<file path="src/rtl/stopwatch_ctrl.sv">
// Stopwatch control FSM: start/stop/pause, preload for count-down, terminal detect.
// Optional lap/freeze behaviour enabled by defining STOPWATCH_CTRL_LAP_EN.
module stopwatch_ctrl #(
    parameter int unsigned DIV = 5000000
) (
    input  logic clock,
    input  logic reset,
    input  logic start_stop,
    input  logic clr,
    input  logic up,
    input  logic lap,
    input  logic at_zero,
    input  logic at_max,
    output logic cnt_en,
    output logic cnt_clr,
    output logic cnt_load,
    output logic cnt_up,
    output logic running,
    output logic done,
    output logic freeze
);

    localparam int unsigned PW = (DIV > 2) ? $clog2(DIV) : 1;
    localparam logic [PW-1:0] LAST = PW'(DIV - 1);

    typedef enum logic [2:0] {
        IDLE,
        LOAD,
        RUN,
        PAUSE,
        DONE
    } state_e;

    state_e state_q, state_d;
    logic [PW-1:0] pre_q, pre_d;
    logic ss_q;
    logic cnt_up_q, cnt_up_d;
    logic freeze_q, freeze_d;
    logic go, wrap, term;

    assign go   = start_stop & ~ss_q;
    assign wrap = (pre_q == LAST);
    assign term = cnt_up_q ? at_max : at_zero;

`ifdef STOPWATCH_CTRL_LAP_EN
    logic lap_q;
    logic lap_go;

    assign lap_go = lap & ~lap_q;

    // Reset high so a lap button held through reset yields no edge
    always_ff @(posedge clock) begin
        if (reset) lap_q <= 1'b1;
        else       lap_q <= lap;
    end
`else
    logic unused_lap;
    assign unused_lap = lap;
`endif

    always_ff @(posedge clock) begin
        if (reset) begin
            state_q  <= IDLE;
            pre_q    <= '0;
            ss_q     <= 1'b1;
            cnt_up_q <= 1'b1;
            freeze_q <= 1'b0;
        end else begin
            state_q  <= state_d;
            pre_q    <= pre_d;
            ss_q     <= start_stop;
            cnt_up_q <= cnt_up_d;
            freeze_q <= freeze_d;
        end
    end

    always_comb begin
        state_d  = state_q;
        pre_d    = pre_q;
        cnt_up_d = cnt_up_q;
        if (clr) begin
            state_d = IDLE;
            pre_d   = '0;
        end else begin
            unique case (state_q)
                IDLE: begin
                    pre_d = '0;
                    if (go) begin
                        cnt_up_d = up;
                        state_d  = (!up && at_zero) ? LOAD : RUN;
                    end
                end
                LOAD: begin
                    pre_d   = '0;
                    state_d = RUN;
                end
                RUN: begin
                    // A pause press freezes the prescaler phase in place
                    if (go) begin
                        state_d = PAUSE;
                    end else if (wrap) begin
                        pre_d = '0;
                        if (term) state_d = DONE;
                    end else begin
                        pre_d = pre_q + 1'b1;
                    end
                end
                PAUSE: begin
                    if (go) state_d = RUN;
                end
                DONE: begin
                    pre_d = '0;
                end
                default: begin
                    state_d = IDLE;
                    pre_d   = '0;
                end
            endcase
        end

`ifdef STOPWATCH_CTRL_LAP_EN
        freeze_d = freeze_q;
        if (clr || state_d == IDLE) begin
            freeze_d = 1'b0;
        end else if (lap_go && (state_q == RUN || state_q == PAUSE)) begin
            freeze_d = ~freeze_q;
        end
`else
        freeze_d = 1'b0;
`endif
    end

    always_comb begin
        cnt_en   = 1'b0;
        cnt_clr  = 1'b0;
        cnt_load = 1'b0;
        if (!reset) begin
            cnt_clr  = clr;
            cnt_load = (state_q == LOAD) && !clr;
            cnt_en   = (state_q == RUN) && !clr && !go && wrap && !term;
        end
        cnt_up  = cnt_up_q;
        running = (state_q == RUN);
        done    = (state_q == DONE);
        freeze  = freeze_q;
    end

endmodule

</file>
<file path="config.mk">
export PLATFORM = sky130hd
export DESIGN_NAME = stopwatch_ctrl
export DESIGN_NICKNAME = d
export VERILOG_FILES = /design/src/rtl/stopwatch_ctrl.sv
export SDC_FILE = /design/constraint.sdc
export NUM_CORES = 1
export LEC_CHECK = 0
export CELL_PAD_IN_SITES_DETAIL_PLACEMENT = 0
export CELL_PAD_IN_SITES_GLOBAL_PLACEMENT = 2
export CORE_MARGIN = 3
export CORE_UTILIZATION = 36
export DETAILED_ROUTE_END_ITERATION = 10
export PLACE_DENSITY_LB_ADDON = 0.2
export SETUP_SLACK_MARGIN = 0.5
export SLEW_MARGIN = 0
export SYNTH_ARGS = -nofsm -noshare
export SYNTH_HDL_FRONTEND = slang
export SYNTH_SLANG_ARGS = --single-unit
</file>
<file path="constraint.sdc">
create_clock -name clock -period 6 [get_ports clock]
set_clock_uncertainty 0.15 [all_clocks]
set_input_delay 1.8 -clock clock [delete_from_list [all_inputs] [get_ports clock]]
set_output_delay 1.8 -clock clock [all_outputs]
set_load 0.05 [all_outputs]
</file>
==> flow_metrics.env, run 1 <==
export IMPL_cp_data_arrival_time_ns=3.27
export IMPL_drc_errors=0
export IMPL_avgSynthCellArea_um2=7.81
export IMPL_synth_cell_area_um2=1670
export IMPL_clkLatencyLatePin_ns=0.28
export IMPL_rsz0062_at_grt="no"
export IMPL_path_delay_family="buffers and inverters"
export IMPL_slowest_delay_ns=0.81
export IMPL_antenna_cells=0
export IMPL_final_util_pct=42.6
export IMPL_r2r_slack_ns=3.47
export IMPL_critPathRequiredTime_ns=4.05
export IMPL_cts_num_sinks=28
export IMPL_crit_chain="clkdlybuf4s50_1 > nor2b_1 > clkdlybuf4s50_1"
export IMPL_worst_pin_slew_ns=1.03
export IMPL_gp_congestion=0.765
export IMPL_synth_top_area_share_pct=33.5
export IMPL_num_rows=24
export IMPL_maxSlewViolCount=0
export IMPL_yosys_warnings=0
export IMPL_grt_max_degree=20
export IMPL_syn_inst=214
export IMPL_critPathCaptureType="primary output"
export IMPL_r2r_cells=6
export IMPL_start_util_pct=37.9
export IMPL_p_leak_nw=0.549
export IMPL_routedWlPerCell_um=16.4
export IMPL_async_flop_share_pct=0
export IMPL_holdBufCountCts=0
export IMPL_clockBufferDepth=2
export IMPL_max_freq_ghz=0.192
export IMPL_synth_ff_type="dfxtp_1"
export IMPL_path_common_cell="clkdlybuf4s50_1"
export IMPL_fin_crit_ns=5.22
export IMPL_min_to="pre_q[18]"
export IMPL_drive_gt1_share_pct=9.05
export IMPL_grt_util_all_layers_pct=17.5
export IMPL_final_antenna_net_count=0
export IMPL_nets=231
export IMPL_critPathBufInv=2
export IMPL_power_density_nw_per_um2=194
export IMPL_syn_num_nets=223
export IMPL_clk_pin_slew_ns=0.10
export IMPL_tns_ns=0
export IMPL_startpoint_type="input port"
export IMPL_worstPathMaxFanout=4
export IMPL_synth_cell_types=48
export IMPL_htreeDepth=1
export IMPL_dp_hpwl_um=3120
export IMPL_area_growth_pct=12.4
export IMPL_grt_first_pass_wirelength_um=7600
export IMPL_drt_first_iter_violations=127
export IMPL_hold_depth=1
export IMPL_setup_violations=0
export IMPL_vias=1617
export IMPL_fillers=446
export IMPL_worstHoldStart="pre_q[18]"
export IMPL_synth_top_cells_by_area="dfxtp_1 (34%), nand2_1 (5.8%), nand3_1 (4.5%)"
export IMPL_drt_first_pass_iters=4
export IMPL_finalHoldViolations=0
export IMPL_status="completed"
export IMPL_numCtsBuffers=3
export IMPL_slowest_stage="clkdlybuf4s50_1"
export IMPL_synth_top_cell_by_area="dfxtp_1"
export IMPL_cts_repair_resized=0
export IMPL_antenna_found_initial=0
export IMPL_whs_ns=0.365
export IMPL_portBuffers=12
export IMPL_reg2reg_to="pre_q[16]"
export IMPL_peakVddDrop_v=0.000119
export IMPL_cap_violations=0
export IMPL_yosysSeqAreaShare_pct=33.5
export IMPL_grt_overflow=0
export IMPL_core_um2=4410
export IMPL_slew_headroom_pct=30.4
export IMPL_die_w_um=74.1
export IMPL_period_share_pct=87.0
export IMPL_r2r_start="pre_q[0]"
export IMPL_grt_pass1_vias=1635
export IMPL_cts_setup_buffers=0
export IMPL_die_area_um2=5500
export IMPL_die_h_um=74.1
export IMPL_cts_tree="yes"
export IMPL_pin_count=15
export IMPL_crit_type="input port to primary output"
export IMPL_wl_um=4470
export IMPL_drt_vias_per_instance=5.92
export IMPL_hold_path_class="flip-flop to flip-flop"
export IMPL_synth_seq_cells=28
export IMPL_root_buffer="clkbuf_8"
export IMPL_synth_edff_count=0
-- layer usage --
layer	routed length, um	vias up	track usage, %
met1	2060	788	22.0
met4	19	0	6.24
met3	112	2	2.43
li1	-	808	-
met2	2280	19	30.4
met5	0	-	0
-- worst max path at each step --
stage | startpoint | to | depth (start not counted)
2_1_floorplan | clr | cnt_load | 4
3_3_place_gp | clr | cnt_clr | 3
3_5_place_dp | clr | cnt_clr | 3
4_1_cts | clr | cnt_clr | 3
5_1_grt | clr | cnt_clr | 3
6_report | clr | cnt_clr | 3
-- worst reg2reg max path: stages (launching register included) --
cell	delay [ns]
dfxtp_1	0.40
ha_1	0.22
nand3_1	0.22
nor4_1	0.87
nor4b_1	0.36
o211ai_1	0.13
o21ai_0	0.11
-- cell usage in the layout, fill, tap and decap left out, types with 5 or more instances in the layout --
master,instances
buf_4,5
nand4_1,8
o211ai_1,8
dfxtp_1,28
a21oi_1,11
nor4_1,8
a31oi_1,6
nor3_1,6
o21ai_0,10
nor2_1,19
nand3_1,15
nand2_1,26
clkdlybuf4s50_1,10
-- stage by stage --
stage	std cells	area [um2]	setup slack [ns]	total power [mW]
3_5_place_dp	269	1810	0.786	0.216
4_1_cts	273	1880	0.781	0.372
3_3_place_gp	269	1810	0.789	0.216
6_report	273	1880	0.781	0.365
2_1_floorplan	214	1680	0.765	0.208
5_1_grt	273	1880	0.741	0.381
-- synth_stat cells, drive strengths merged (2+ instances only) --
master and instances:
dfxtp 28, nand2 26, nor2 19, nand3 16, a21oi 11, o21ai 11, nor4 10, nand4 8
o211ai 8, clkbuf 7, a31oi 6, nor3 6, buf 5, inv 4, nand4b 4, nor2b 4
xor2 4, and3 3, and4 3, or2 3, or3 3, a211oi 2, a21boi 2, nor4b 2
o311ai 2, or2b 2, or4 2
-- final cells by class --
| type | instances | area (um2) | area share, % |
|---|---|---|---|
| Multi-Input combinational cell | 169 | 1010 | 53.7 |
| Sequential cell | 28 | 561 | 29.8 |
| Timing Repair Buffer | 16 | 158 | 8.39 |
| Tap cell | 52 | 65.1 | 3.46 |
| Clock buffer | 3 | 41.3 | 2.20 |
| Clock inverter | 1 | 30.0 | 1.60 |
| Inverter | 4 | 15.0 | 0.799 |
-- where the power goes --
| group | switching, mW | total (mW) | internal (mW) | leakage (nW) |
|---|---|---|---|---|
| Combinational | 0.0156 | 0.0244 | 0.00874 | 0.287 |
| Sequential | 0.000878 | 0.187 | 0.187 | 0.226 |
| Clock | 0.0640 | 0.153 | 0.0894 | 0.0357 |
| Total | 0.0805 | 0.365 | 0.285 | 0.549 |
-- cells by family after synthesis --
family / after synthesis / synth area share, %
xor+xnor: 5 / 2.62
fa+ha+maj: 1 / 0.748
flops: 28 / 33.5
mux: 1 / 0.599
buf+inv: 17 / 6.44
compound gates: 46 / 17.6
simple gates: 115 / 38.2
other cells: 1 / 0.224
-- sequential cells by signal, summed over array words and instances, names as in the netlist --
name and flops:
state_q 3, pre_q 23, cnt_up 1, ss_q 1
(Power assumes the default switching activity.)
==> run 2, diff against run 1 <==
- PLACE_DENSITY_LB_ADDON: 0.2 -> 0.1
==> run 2 against run 1 <==
Effect of this change: sequential share of layout area grew 0.48 points; global-route usage shrank 0.14 points; first-iteration DRC count shrank 2.4%; critical path depth is the same; sequential power is essentially flat; non-clock buffer count is the same; setup slack gained 0.017 ns; final cell count shrank 0.37%; utilization shrank 0.68 points; worst hold slack gained 0.0045 ns; final area shrank 1.6%.
==> flow_metrics.env, run 2 (synthesis gave the netlist of run 1 again) <==
export IMPL_status="completed"
export IMPL_htreeDepth=1
export IMPL_numCtsBuffers=3
export IMPL_finalHoldViolations=0
export IMPL_finalInstanceArea_um2=1850
export IMPL_die_h_um=74.1
export IMPL_cp_data_arrival_time_ns=3.25
export IMPL_die_w_um=74.1
export IMPL_cts_num_sinks=28
export IMPL_drc_errors=0
export IMPL_grt_util_all_layers_pct=17.4
export IMPL_grt_first_pass_wirelength_um=7630
export IMPL_drt_first_pass_iters=5
export IMPL_switching_power_mw=0.0759
export IMPL_worstHoldStart="pre_q[22]"
export IMPL_vias=1649
export IMPL_seqPwrFrac_pct=59.2
export IMPL_p_clk_share_pct=33.1
export IMPL_area_growth_pct=10.6
export IMPL_multi_input_area_um2=1010
export IMPL_regMostFlops="pre_q"
export IMPL_drive_gt1_share_pct=8.64
export IMPL_drt_vias_per_instance=6.06
export IMPL_max_freq_ghz=0.192
export IMPL_clockBufferDepth=2
export IMPL_intPower_mw=0.240
export IMPL_power_mw=0.316
export IMPL_pin_count=15
export IMPL_critPathCaptureType="primary output"
export IMPL_slew_headroom_pct=31.7
export IMPL_num_rows=24
export IMPL_register_area_um2=561
export IMPL_critPathRequiredTime_ns=4.05
export IMPL_drt_first_iter_violations=124
export IMPL_largest_register_ffs=23
export IMPL_clkLatencyLatePin_ns=0.27
export IMPL_whs_ns=0.370
export IMPL_cts_tree="yes"
export IMPL_antenna_cells=0
export IMPL_final_antenna_net_count=0
export IMPL_slowest_delay_ns=0.81
export IMPL_wl_met3_um=184
export IMPL_swShare_pct=24.0
export IMPL_p_leak_nw=0.535
export IMPL_portBuffers=12
export IMPL_place_area_um2=1810
export IMPL_r2r_start="pre_q[0]"
export IMPL_cts_repair_resized=0
export IMPL_core_um2=4410
export IMPL_routedWlPerCell_um=16.1
export IMPL_grt_pass1_vias=1651
export IMPL_root_buffer="clkbuf_8"
export IMPL_period_share_pct=86.7
export IMPL_dp_hpwl_um=3060
export IMPL_peakVddDrop_v=0.0000859
export IMPL_cts_setup_buffers=0
export IMPL_wl_met2_um=1990
export IMPL_path_common_cell="clkdlybuf4s50_1"
export IMPL_crit_chain="clkdlybuf4s50_1 > nor2b_1 > clkdlybuf4s50_1"
export IMPL_crit_start="clr"
export IMPL_route_top_layer_used="met4"
export IMPL_worst_pin_slew_ns=1.01
export IMPL_final_util_pct=41.9
export IMPL_cap_violations=0
export IMPL_final_common_cell="dfxtp_1"
export IMPL_wirelength_met1_um=2170
export IMPL_wl_um=4370
export IMPL_mostFrequentLayoutCells="dfxtp_1 (28), nand2_1 (26), nor2_1 (19), nand3_1 (15), a21oi_1 (11)"
export IMPL_holdBufCountCts=0
export IMPL_die_area_um2=5500
export IMPL_power_density_nw_per_um2=171
export IMPL_p_comb_share_pct=7.7
export IMPL_antenna_found_initial=0
export IMPL_rsz0062_at_grt="no"
export IMPL_worstPathMaxFanout=4
export IMPL_reg_largest_list="pre_q (23), state_q (3)"
export IMPL_fillers=448
export IMPL_nets=231
export IMPL_setup_violations=0
export IMPL_hold_path_class="flip-flop to flip-flop"
export IMPL_tns_ns=0
export IMPL_grt_overflow=0
export IMPL_fin_crit_ns=5.20
export IMPL_maxSlewViolCount=0
export IMPL_crit_type="input port to primary output"
export IMPL_slowest_stage="clkdlybuf4s50_1"
export IMPL_clk_pin_slew_ns=0.09
export IMPL_start_util_pct=37.9
export IMPL_gp_congestion=0.813
export IMPL_grt_max_degree=20
export IMPL_startpoint_type="input port"
[run 2: changes by cell type in the layout (fill, tap and decap cells not counted), sizes merged]
cell	delta
bufinv	-1
[run 2: final timing paths]
kind | endpoint | slack [ns] | depth (start not counted)
worst min register to register | pre_q[22] | 0.37 | 2
worst min-delay path | pre_q[22] | 0.37 | 2
worst max register to register | pre_q[16] | 3.43 | 6
worst max-delay path | cnt_clr | 0.80 | 3
[run 2: critical path: cells and delay by family]
kind	cells	cell delay, ns
buf+inv	2	1.32
simple gates	1	0.14
[run 2: power by group through the flow]
stage	logic, mW	registers [mW]	clock network, mW
2_1_floorplan	0.0159	0.192	0
4_1_cts	0.0242	0.187	0.111
3_3_place_gp	0.0237	0.192	0
3_5_place_dp	0.0241	0.192	0
5_1_grt	0.0262	0.188	0.117
6_report	0.0242	0.187	0.105
[run 2: per-stage QoR]
step | setup WS, ns | instances
6_report | 0.799 | 272
5_1_grt | 0.730 | 272
4_1_cts | 0.787 | 272
3_5_place_dp | 0.785 | 269
3_3_place_gp | 0.808 | 269
2_1_floorplan | 0.765 | 214
[run 2: area by class of cell]
class                   count  share of cell area [%]
well taps                  52                    3.52
clock buffers               3                    2.23
repair buffers             16                    8.53
flip-flops and latches     28                    30.3
multi-input cells         169                    54.6
inverters                   4                   0.812
[run 2: routing by layer]
layer	GRT usage (%)	up-vias
li1	-	810
met1	22.9	790
met2	28.0	45
met3	4.19	4
met4	5.43	0
met5	0	-
